<file path="src/rtl/uart_pkg.sv">
// ============================================================================
// Module      : uart_pkg
// Description : Shared types and helpers for the FIFO-draining UART transmitter.
// Revision    : 1.0 - initial release
// ============================================================================
`default_nettype none

package uart_pkg;

    typedef enum logic [1:0] {
        IDLE  = 2'd0,
        START = 2'd1,
        DATA  = 2'd2,
        STOP  = 2'd3
    } tx_state_t;

    localparam logic c_IDLE_LEVEL = 1'b1;

    function automatic int baud_cnt_width(input int clks_per_bit);
        return (clks_per_bit <= 2) ? 1 : $clog2(clks_per_bit);
    endfunction

endpackage

`default_nettype wire

</file>
<file path="src/rtl/uart_baud_cnt.sv">
// ============================================================================
// Module      : uart_baud_cnt
// Description : Bit-period counter; bit_tick marks the last cycle of each bit.
// Revision    : 1.0 - initial release
// ============================================================================
`default_nettype none

module uart_baud_cnt
    import uart_pkg::*;
#(
    parameter int CLKS_PER_BIT = 16
) (
    input  logic clk,
    input  logic reset,
    input  logic clear,
    output logic bit_tick
);

    localparam int c_W = baud_cnt_width(CLKS_PER_BIT);
    localparam logic [c_W-1:0] c_LAST = c_W'(CLKS_PER_BIT - 1);

    logic [c_W-1:0] r_cnt;

    always_ff @(posedge clk) begin
        if (reset || clear) begin
            r_cnt <= '0;
        end else if (r_cnt == c_LAST) begin
            r_cnt <= '0;
        end else begin
            r_cnt <= r_cnt + 1'b1;
        end
    end

    assign bit_tick = (r_cnt == c_LAST);

endmodule

`default_nettype wire

</file>
<file path="src/rtl/fifo_uart_tx.sv">
// ============================================================================
// Module      : fifo_uart_tx
// Description : Pops bytes from a FWFT FIFO and serializes them as UART frames.
// Revision    : 1.0 - initial release
// ============================================================================
`default_nettype none

module fifo_uart_tx
    import uart_pkg::*;
#(
    parameter int DATA_WIDTH   = 8,
    parameter int CLKS_PER_BIT = 16,
    parameter int STOP_BITS    = 1
) (
    input  logic                  clk,
    input  logic                  reset,
    input  logic                  en,
    input  logic                  empty,
    input  logic [DATA_WIDTH-1:0] read_data,
    output logic                  rd,
    output logic                  tx,
    output logic                  busy,
    output logic                  frame_done
);

    localparam int c_BIT_W  = $clog2(DATA_WIDTH) + 1;
    localparam int c_STOP_W = $clog2(STOP_BITS) + 1;
    localparam logic [c_BIT_W-1:0]  c_BIT_LAST  = c_BIT_W'(DATA_WIDTH - 1);
    localparam logic [c_STOP_W-1:0] c_STOP_LAST = c_STOP_W'(STOP_BITS - 1);

    tx_state_t               r_state;
    tx_state_t               w_state_next;
    logic [DATA_WIDTH-1:0]   r_shift;
    logic [DATA_WIDTH-1:0]   w_shift_next;
    logic [c_BIT_W-1:0]      r_bit_cnt;
    logic [c_BIT_W-1:0]      w_bit_cnt_next;
    logic [c_STOP_W-1:0]     r_stop_cnt;
    logic [c_STOP_W-1:0]     w_stop_cnt_next;
    logic                    r_tx;
    logic                    w_tx_next;
    logic                    r_busy;
    logic                    w_bit_tick;
    logic                    w_baud_clear;
    logic                    w_stop_last;

    // Baud counter is held at zero while idle so a pop always starts a full start bit.
    assign w_baud_clear = (r_state == IDLE);

    uart_baud_cnt #(
        .CLKS_PER_BIT (CLKS_PER_BIT)
    ) u_baud_cnt (
        .clk      (clk),
        .reset    (reset),
        .clear    (w_baud_clear),
        .bit_tick (w_bit_tick)
    );

    assign w_stop_last = (r_state == STOP) && w_bit_tick && (r_stop_cnt == c_STOP_LAST);
    assign rd          = en && !empty && !reset && ((r_state == IDLE) || w_stop_last);

    always_comb begin
        w_state_next    = r_state;
        w_shift_next    = r_shift;
        w_bit_cnt_next  = r_bit_cnt;
        w_stop_cnt_next = r_stop_cnt;
        case (r_state)
            IDLE: begin
                if (rd) begin
                    w_state_next = START;
                    w_shift_next = read_data;
                end
            end
            START: begin
                if (w_bit_tick) begin
                    w_state_next   = DATA;
                    w_bit_cnt_next = '0;
                end
            end
            DATA: begin
                if (w_bit_tick) begin
                    w_shift_next = {1'b0, r_shift[DATA_WIDTH-1:1]};
                    if (r_bit_cnt == c_BIT_LAST) begin
                        w_state_next    = STOP;
                        w_bit_cnt_next  = '0;
                        w_stop_cnt_next = '0;
                    end else begin
                        w_bit_cnt_next = r_bit_cnt + 1'b1;
                    end
                end
            end
            STOP: begin
                if (w_bit_tick) begin
                    if (r_stop_cnt == c_STOP_LAST) begin
                        w_stop_cnt_next = '0;
                        // Back-to-back pop skips IDLE so there is no gap between frames.
                        if (rd) begin
                            w_state_next = START;
                            w_shift_next = read_data;
                        end else begin
                            w_state_next = IDLE;
                        end
                    end else begin
                        w_stop_cnt_next = r_stop_cnt + 1'b1;
                    end
                end
            end
            default: begin
                w_state_next = IDLE;
            end
        endcase
    end

    // The line level is registered from the next state so tx lines up with the FSM.
    always_comb begin
        w_tx_next = c_IDLE_LEVEL;
        case (w_state_next)
            START:   w_tx_next = 1'b0;
            DATA:    w_tx_next = w_shift_next[0];
            default: w_tx_next = c_IDLE_LEVEL;
        endcase
    end

    always_ff @(posedge clk) begin
        if (reset) begin
            r_state    <= IDLE;
            r_shift    <= '0;
            r_bit_cnt  <= '0;
            r_stop_cnt <= '0;
            r_tx       <= c_IDLE_LEVEL;
            r_busy     <= 1'b0;
        end else begin
            r_state    <= w_state_next;
            r_shift    <= w_shift_next;
            r_bit_cnt  <= w_bit_cnt_next;
            r_stop_cnt <= w_stop_cnt_next;
            r_tx       <= w_tx_next;
            r_busy     <= (w_state_next != IDLE);
        end
    end

    assign tx         = r_tx;
    assign busy       = r_busy;
    assign frame_done = w_stop_last;

endmodule

`default_nettype wire

</file>
<file path="config.mk">
export PLATFORM = sky130hd
export DESIGN_NAME = fifo_uart_tx
export DESIGN_NICKNAME = d
export VERILOG_FILES = /design/src/rtl/uart_pkg.sv /design/src/rtl/uart_baud_cnt.sv /design/src/rtl/fifo_uart_tx.sv
export SDC_FILE = /design/constraint.sdc
export NUM_CORES = 1
export LEC_CHECK = 0
export CAP_MARGIN = 20
export CORE_MARGIN = 2
export CORE_UTILIZATION = 47
export CTS_CLUSTER_DIAMETER = 120
export DETAILED_ROUTE_END_ITERATION = 8
export PLACE_DENSITY = 0.82
export SLEW_MARGIN = 20
export SYNTH_ARGS = -nofsm -noshare
export SYNTH_HDL_FRONTEND = slang
export SYNTH_HIERARCHICAL = 1
export SYNTH_SLANG_ARGS = --single-unit
export TNS_END_PERCENT = 100
</file>
<file path="constraint.sdc">
create_clock -name clk -period 1.9 [get_ports clk]
set_input_delay 0.475 -clock clk [delete_from_list [all_inputs] [get_ports clk]]
set_output_delay 0.475 -clock clk [all_outputs]
set_load 0.005 [all_outputs]
</file>
==> reports/qor.csv <==
metric;value;unit
I/O pins;16;
leakage component of the power;0.000519;µW
Post-Layout Inst Area;1370;µm²
instance area at placement;1270;µm²
root buffer selected by CTS;sky130_fd_sc_hd__clkbuf_4;
syn_nets;132;
sequential fraction of the synthesis area;0.387;
antenna diode count;0;
number of clock sinks seen by CTS;20;
final slew viol count;0;
routed wire length per instance;13.0;µm
starting utilization of the core area;0.512;
most common library cell in the layout ignoring fill and taps;sky130_fd_sc_hd__dfxtp_1;
number of cells in the finished layout apart from fillers;170;
fin nets;160;
drt pass-1 iters;4;
final worst path period share;1.08;
data required time of the worst path;1.42;ns
maximum clock skew at final layout;0.00191;ns
initial antenna violation count;0;
Adder-Cell Fraction of Synth Area;0.0484;
die extent in y;50.9;µm
type of element capturing the critical path;primary output;
wire length of the first global-routing pass;3600;µm
headroom to the max-slew limit;0.797;
classification of the worst setup path;reg -> out;
class of the most critical hold timing path;reg -> reg;
compound-cell area share of the yosys netlist;0.209;
transition at the pin with the smallest max-transition slack;0.302;ns
worst hold slack across all endpoints;0.476;ns
number of rows created at floorplan;16;
via/cell ratio;5.49;
Worst IR Drop VDD;482;µV
via count of the first global-routing pass;879;
final wirelength;2210;µm
Synth Area per Inst;8.92;µm²
ratio of cells with drive above 1 in the final layout;0.266;
failing checks;negative setup slack;
post-synthesis mux area share;0.0206;
post-detailed-route DRC marker count;0;
final hold violations;0;
top library cells by usage in the layout, fill and taps aside;sky130_fd_sc_hd__dfxtp_1, sky130_fd_sc_hd__buf_4, sky130_fd_sc_hd__clkdlybuf4s50_1, sky130_fd_sc_hd__nor2_1;
slack of the worst reg-to-reg path;0.07;ns
worst-case setup margin in the final layout;-0.145;ns
Setup Slack @ Placement;-0.378;ns
drt first-iter violations;22;
width of the chip;50.9;µm
Final GP Congestion;0.770;
Core Box Area;2020;µm²
relative area change from synthesis to final layout;32.5;%
Max Buffers Root-to-Sink;2;
Overall Power;899;µW
TritonCTS clock tree;built;
number of max-cap violations;0;
die area;2590;µm²
Slowest cell on crit path;sky130_fd_sc_hd__dfxtp_2;
overall fraction of global-route tracks in use;0.183;
post-synthesis cell area;1030;µm²
Clock transition at path regs;0.11;ns
cell total after placement;164;
Yosys warnings;6;
share of synthesized cell area in and, or, nand and nor gates;0.225;
sequence of cells on the critical path;ha_4, nand3_4, inv_2, and3_4, or2_4, and2_4, buf_6;
number of clock buffers inserted by TritonCTS;3;
power density over the cells;655;nW/µm²
Unique masters post-synth;41;
worst-skew pair later-pin latency;0.31;ns
largest net degree at the start of global routing;19;
half-perimeter wire length after detailed placement;1640;µm
Seq cells post-synth;20;
biggest fanout along the worst timing path;3;
highest attainable clock frequency;489;MHz
post-synthesis share of cell area spent on xor and xnor gates;0.0339;
total of hold buffers inserted after clock tree synthesis;0;
worst path arrival time;1.57;ns
combinational family with the most area after synthesis;simple AND/OR/NAND/NOR gates;
category of the worst setup path launch point;flop;
number of antenna-violating nets in the routed design;0;
shortest period the worst path allows;2.04;ns
gate count after technology mapping;116;
number of H-tree levels;1;
via total after detailed routing;934;
count of port buffers added during placement;15;
run status;finished, violations left;
number of failing setup endpoints in the final timing report;1;
highest cell delay on the worst timing path;0.35;ns
RSZ-0062 raised after global routing;yes;
Congestion Overflow GR;0;
timing repair:
| item | in CTS | in global routing |
|---|---|---|
| endpoints found under the setup margin | 3 | 4 |
| pin swaps | 2 | 1 |
| resized for setup | 17 | 2 |
| buffers inserted | 2 | 0 |
layout make-up:
type / count / area, µm²
Clock inverter: 1 / 30.0
Clock buffer: 3 / 22.5
Timing Repair Buffer: 31 / 267
Tap cell: 27 / 33.8
Inverter: 6 / 22.5
Fill cell: 154 / 651
Multi-Input combinational cell: 82 / 593
Sequential cell: 20 / 403
cells by family (layout without fill, tap and decap cells):
logic type	after synthesis	after routing
and+or+nand+nor	41	41
muxes	2	2
adders and majority gates	4	4
DFF	20	20
AOI/OAI and AO/OA	31	31
xor gates and xnor gates	4	4
buffers and inverters	14	41
through the flow:
step / setup TNS (ns) / util
final: -0.145 / 0.678
after global routing: -0.292 / 0.678
after CTS: -0.148 / 0.675
after detailed placement: -0.957 / 0.631
after global placement: -0.888 / 0.631
after floorplan: 0 / -
path summary, 6_finish.rpt:
kind,startpoint,endpoint,depth (start not counted)
setup / recovery,u_baud_cnt/r_cnt[1]$_SDFF_PP0_,rd,7
hold reg to reg,r_shift[5]$_SDFFE_PP0P_,r_shift[5]$_SDFFE_PP0P_,2
setup reg to reg,u_baud_cnt/r_cnt[1]$_SDFF_PP0_,tx$_SDFF_PP1_,10
hold / removal,r_shift[5]$_SDFFE_PP0P_,r_shift[5]$_SDFFE_PP0P_,2
synth_stat cells, drive strengths merged:
cell | instances | area share
buf | 7 | 0.050
nor2 | 11 | 0.042
o21ai | 4 | 0.019
dfxtp | 20 | 0.39
nand2 | 5 | 0.018
a41oi | 1 | 0.0085
a22oi | 3 | 0.022
a21boi | 1 | 0.0073
xor2 | 1 | 0.0085
nor2b | 2 | 0.012
and3 | 2 | 0.017
a21oi | 9 | 0.044
or2 | 1 | 0.0060
ha | 4 | 0.048
a221oi | 1 | 0.015
nor3b | 1 | 0.012
inv | 6 | 0.022
xnor2 | 3 | 0.025
a32oi | 6 | 0.051
clkbuf | 1 | 0.0048
nor3 | 2 | 0.015
a311oi | 1 | 0.0085
mux2 | 1 | 0.011
and2b | 1 | 0.0073
a211oi | 2 | 0.015
o31ai | 1 | 0.0073
and2 | 1 | 0.0073
and3b | 2 | 0.018
mux2i | 1 | 0.0097
a31oi | 1 | 0.0060
nand3b | 3 | 0.022
nand3 | 10 | 0.048
o211ai | 1 | 0.0073
sequential cells by signal, indices dropped and copies added, names as in the netlist:
register and count:
r_bit_cnt 4, r_state 2, tx 1, busy 1, u_baud_cnt/r_cnt 4, r_shift 8
where the power goes:
| group | switching, µW | internal (µW) |
|---|---|---|
| logic | 50.0 | 63.1 |
| registers | 7.03 | 432 |
| clock network | 133 | 213 |
| total | 190 | 708 |
critical path, delay by kind of cell (launching register included):
| family | cells | cell delay, ns |
|---|---|---|
| fa+ha+maj | 1 | 0.17 |
| buf+inv | 2 | 0.15 |
| flops | 1 | 0.35 |
| simple gates | 4 | 0.60 |
layer usage:
metal,GRT usage,up-vias,part of all wire
li1,-,471,-
met1,0.219,431,0.45
met2,0.325,27,0.49
met3,0.0380,5,0.052
met4,0.0541,0,0.013
met5,0,-,0
No activity file was read; power rests on OpenSTA's default activity.
